===== src/rtl/tv_sequencer.sv =====
// tv_sequencer: walks every {a,b,c} combination into the sillyfunction block,
// waits a programmable settle time, samples y against the EXPECTED truth table
// and reports error count, first failing vector and a pass/fail verdict.
//
// Optional build macro TV_STOP_ON_ERR_EN: the first mismatch ends the run and
// a,b,c keep presenting the failing vector for debug.
//
// state  | meaning
// IDLE   | waiting for start after reset
// SETTLE | vector driven, counting down the settle delay
// CHECK  | sampling y and comparing against EXPECTED[idx]
// DONE   | run finished, verdict held until the next start
module tv_sequencer #(
  parameter int                  NIN      = 3,
  parameter logic [2**NIN-1:0]   EXPECTED = 8'h31,
  parameter int                  SETTLE   = 1
) (
  input  logic           clk,
  input  logic           reset_n,
  input  logic           start,
  output logic           a,
  output logic           b,
  output logic           c,
  input  logic           y,
  output logic           busy,
  output logic           done,
  output logic           pass,
  output logic [NIN:0]   err_count,
  output logic           fail_valid,
  output logic [NIN-1:0] first_fail_idx
);

  typedef enum logic [1:0] {IDLE, SETTLE_S, CHECK, DONE} state_t;

  localparam logic [NIN-1:0] IDX_LAST = {NIN{1'b1}};
  localparam logic [NIN-1:0] IDX_ONE  = NIN'(1);
  localparam logic [3:0]     CNT_INIT = 4'(SETTLE - 1);

  state_t         state_q;
  logic [NIN-1:0] idx_q;
  logic [3:0]     cnt_q;
  logic           busy_q;
  logic           done_q;
  logic           pass_q;
  logic [NIN:0]   err_q;
  logic           fvalid_q;
  logic [NIN-1:0] ffidx_q;

  logic           mismatch_d;
  logic [NIN:0]   err_d;

  // Compare the sampled y with the expected bit for the current vector; the
  // incremented count feeds the verdict so a last-vector miss is included.
  always_comb begin
    mismatch_d = y ^ EXPECTED[idx_q];
    err_d      = err_q + {{NIN{1'b0}}, mismatch_d};
  end

  // Sequencer FSM with all outputs registered.
  always_ff @(posedge clk or negedge reset_n) begin
    if (!reset_n) begin
      state_q  <= IDLE;
      idx_q    <= '0;
      cnt_q    <= '0;
      busy_q   <= 1'b0;
      done_q   <= 1'b0;
      pass_q   <= 1'b0;
      err_q    <= '0;
      fvalid_q <= 1'b0;
      ffidx_q  <= '0;
    end else begin
      done_q <= 1'b0;
      case (state_q)
        IDLE, DONE: begin
          if (start) begin
            state_q  <= SETTLE_S;
            idx_q    <= '0;
            cnt_q    <= CNT_INIT;
            err_q    <= '0;
            fvalid_q <= 1'b0;
            ffidx_q  <= '0;
            pass_q   <= 1'b0;
            busy_q   <= 1'b1;
          end
        end
        SETTLE_S: begin
          if (cnt_q == 4'd0) state_q <= CHECK;
          else               cnt_q   <= cnt_q - 4'd1;
        end
        CHECK: begin
          if (mismatch_d) begin
            err_q <= err_d;
            if (!fvalid_q) begin
              fvalid_q <= 1'b1;
              ffidx_q  <= idx_q;
            end
          end
`ifdef TV_STOP_ON_ERR_EN
          if (mismatch_d || idx_q == IDX_LAST) begin
`else
          if (idx_q == IDX_LAST) begin
`endif
            state_q <= DONE;
            busy_q  <= 1'b0;
            done_q  <= 1'b1;
            pass_q  <= (err_d == '0);
          end else begin
            idx_q   <= idx_q + IDX_ONE;
            cnt_q   <= CNT_INIT;
            state_q <= SETTLE_S;
          end
        end
        default: state_q <= IDLE;
      endcase
    end
  end

  assign a              = idx_q[NIN-1];
  assign b              = idx_q[NIN-2];
  assign c              = idx_q[NIN-3];
  assign busy           = busy_q;
  assign done           = done_q;
  assign pass           = pass_q;
  assign err_count      = err_q;
  assign fail_valid     = fvalid_q;
  assign first_fail_idx = ffidx_q;

endmodule


===== config.mk =====
export PLATFORM = sky130hd
export DESIGN_NAME = tv_sequencer
export DESIGN_NICKNAME = d
export VERILOG_FILES = /design/src/rtl/tv_sequencer.sv
export SDC_FILE = /design/constraint.sdc
export NUM_CORES = 1
export LEC_CHECK = 0
export BUFFER_PORTS_ARGS = -buffer_cell sky130_fd_sc_hd__buf_2
export CAP_MARGIN = 10
export CORE_UTILIZATION = 55
export CTS_CLUSTER_SIZE = 14
export DETAILED_ROUTE_END_ITERATION = 10
export GPL_TIMING_DRIVEN = 0
export PLACE_DENSITY = 0.76
export SLEW_MARGIN = 5
export SYNTH_ARGS = -nofsm -noshare
export SYNTH_HDL_FRONTEND = slang
export SYNTH_SLANG_ARGS = --single-unit
export TNS_END_PERCENT = 100

===== constraint.sdc =====
create_clock -name clk -period 5.1 [get_ports clk]
set_clock_uncertainty 0.2 [all_clocks]
set_input_delay 1.275 -clock clk [delete_from_list [all_inputs] [get_ports clk]]
set_output_delay 1.275 -clock clk [all_outputs]
set_load 0.02 [all_outputs]

==> flow_summary.yaml <==
run_status:
  status: "complete, no violations"
worst_setup_path:
  r2r_slack_ns: 2.35
  critPathBufInv: 2
  reg2regPathDepth: 12
  path_class: "in2reg"
  worstPathArrival_ns: 2.89
  r2r-end: "pass"
  crit_fanout: 5
  crit_family: "adder cells"
  cp_data_required_time_ns: 5.09
  end_kind: "flop"
  slowest_stage: "xnor2_2"
  critPathMostFrequentCell: "ha_1"
  max_stage_delay_ns: 0.31
  cp-start-kind: "primary input"
  cp_cell_sequence: "buf_2, xnor2_2, clkinv_2, ha_1, ha_1, xnor2_1, nand3b_1, nor3_1, mux2_2"
  timing.rr.start: "idx_q[1]"
drt:
  drtIter0Drc: 14
  wl_per_cell_um: 12.9
  antenna_left: 0
  drt_pass1_iterations: 4
  viasPerCell: 5.76
  drc: 0
  vias: 1019
  routed_wl_mm: 2.28
synthesis:
  synth_seq_cells: 20
  ys_warn_count: 0
  syn-mean-instance-area_sq_um: 9.15
  synth_area_sq_um: 1180
  synth-adder-area-share_pct: 9.54
  syn_inst: 129
  synth-xor-area-share_pct: 2.86
  yosys_most_used_dff: "dfrtp_1"
  synth_cell_types: 36
  synthArstFlopShare_pct: 100
  synth_mux_area_share_pct: 2.76
  synth_nets: 142
  synth-compound-area-share_pct: 16.8
  synth_edf_count: 0
  ys_seq_area_share_pct: 42.4
  synth_simple_gate_area_share_pct: 21.2
  synth_top_family_by_area: "simple AND/OR/NAND/NOR gates"
sta:
  finalMaxSlewViolations: 0
  layout_worst_path_cycle_share_pct: 56.8
  worst_slew_pin_slew_ns: 0.471
  rsz0062_at_grt: "no"
  setup_viol: 0
  hold_violations: 0
  slew-limit-headroom_pct: 68.5
  fin_hold_ws_ns: 0.294
  fin_crit_ns: 2.90
  max_freq_mhz: 345
  fin_tns_setup_ns: 0
clock_network:
  htreeDepth: 1
  clk_pin_slew_ns: 0.13
  ctsResizeCount: 0
  post-cts-setup-buffer-count: 0
  cts_max_path_buffers: 2
  cts_hold_buf: 0
  ctsRootBufferMaster: "clkbuf_4"
  cts_made_buffers: 3
  clk_latency_ns: 0.30
  cts_tree: "built"
  cts_sinks: 20
worst_hold_path:
  holdPathStages: 1
  hold_class: "reg2reg"
  hp-start: "cnt_q[0]"
  min_to: "cnt_q[0]"
final_layout:
  n_fill_cell: 164
  finalNetCount: 164
  drive_above_1_share_pct: 22.0
  final_cell_mix: "nand2_1, dfrtp_1, buf_2"
  stdcell_count: 177
  postLayoutCellArea_sq_um: 1350
  diodes: 0
  final_common_cell: "nand2_1"
  syn2layout_area_growth_pct: 14.5
power_and_ir_drop:
  seqPwrFrac_pct: 31.1
  switching_share_pct: 44.5
  p_sw_mw: 0.299
  p_int_mw: 0.373
  vdd_drop_max_uv: 312
  power.density_cell_area_nw_per_um2: 498
  pwr-share-comb_pct: 49.6
  pwr-share-clk_pct: 19.4
  p_leak_nw: 0.673
global_routing:
  grt_remaining_overflow: 0
  grt_first_pass_wirelength_mm: 4.19
  grt_pass1_vias: 920
  grt_antenna_before_repair: 0
  grt.total_usage_pct: 22.8
  grt_start_max_net_pins: 21
placement:
  gp_congestion: 0.787
  dpl.cell_count: 173
  hpwl_mm: 1.70
  io_buffers: 17
  placed_area_sq_um: 1300
die:
  core_area_sq_um: 1980
  ios: 18
  floorplan.rows: 16
  design.die.area_sq_um: 2330
  dieHeight_um: 48.3
  start_util_pct: 59.5
  dieWidth_um: 48.3
job:
  maxCapViolCount: 0
==> layout make-up <==
class	count	area (sq um)	share of cell area [%]
clock buffer	3	22.5	1.67
tap	27	33.8	2.50
clock inverter	1	30.0	2.22
buffer	3	13.8	1.02
sequential	20	500	37.0
inverter	10	38.8	2.87
timing repair buffer	17	85.1	6.30
multi-input combinational	96	627	46.4
==> registers in the layout, summed over array words and instances (netlist names) <==
| name | count |
|---|---|
| state_q | 2 |
| busy | 1 |
| first_fail_idx | 3 |
| pass | 1 |
| idx_q | 3 |
| done | 1 |
| err_count | 4 |
| fail_valid | 1 |
| cnt_q | 4 |
==> synth_stat cells, types with 3 or more instances <==
library cell,instances,area (sq um)
inv_1,9,33.8
ha_1,9,113
nand3_1,8,40.0
a21oi_1,4,20.0
o21ai_0,8,40.0
o211ai_1,3,22.5
dfrtp_1,20,500
nand4_1,6,37.5
nand2_1,22,82.6
nor2_1,6,22.5
==> worst max path at each step <==
stage | depth (start not counted) | startpoint | endpoint
after global routing | 9 | y | pass
after detailed placement | 9 | y | pass
after global placement | 9 | y | pass
after CTS | 9 | y | pass
final | 9 | y | pass
after floorplan | 8 | y | pass
==> per-layer routing <==
layer  global-route usage (%)  share of wire (%)  vias to the layer above
met5                        0                  0                        -
li1                         -                  -                      502
met3                     3.77                4.0                        0
met4                     5.88                  0                        0
met2                     36.6                 47                       22
met1                     32.2                 49                      495
==> stage by stage <==
stage                     worst slack, ns  total power, mW  util [%]
final                                2.20            0.673      68.2
after global routing                 2.11            0.723      68.2
after CTS                            2.22            0.675      68.2
after detailed placement             1.90            0.545      65.5
after global placement               1.92            0.531      65.5
after floorplan                      2.19            0.460         -
==> cells by family (layout without fill, tap and decap cells) <==
family | after synthesis | count (layout)
XOR/XNOR | 3 | 3
AO/OA/AOI/OAI | 29 | 29
multiplexers | 3 | 3
buffers and inverters | 13 | 34
adder cells (fa/ha/maj) | 9 | 9
flip-flops | 20 | 20
AND/OR/NAND/NOR | 52 | 52
==> power groups by stage <==
stage | Sequential [mW] | Combinational [mW] | Clock (mW)
finish | 0.209 | 0.333 | 0.130
global route | 0.213 | 0.368 | 0.141
CTS | 0.209 | 0.333 | 0.133
detailed placement | 0.212 | 0.333 | 0
global placement | 0.210 | 0.321 | 0
floorplan | 0.226 | 0.234 | 0
Note: power is estimated with default switching activity, not from simulation.
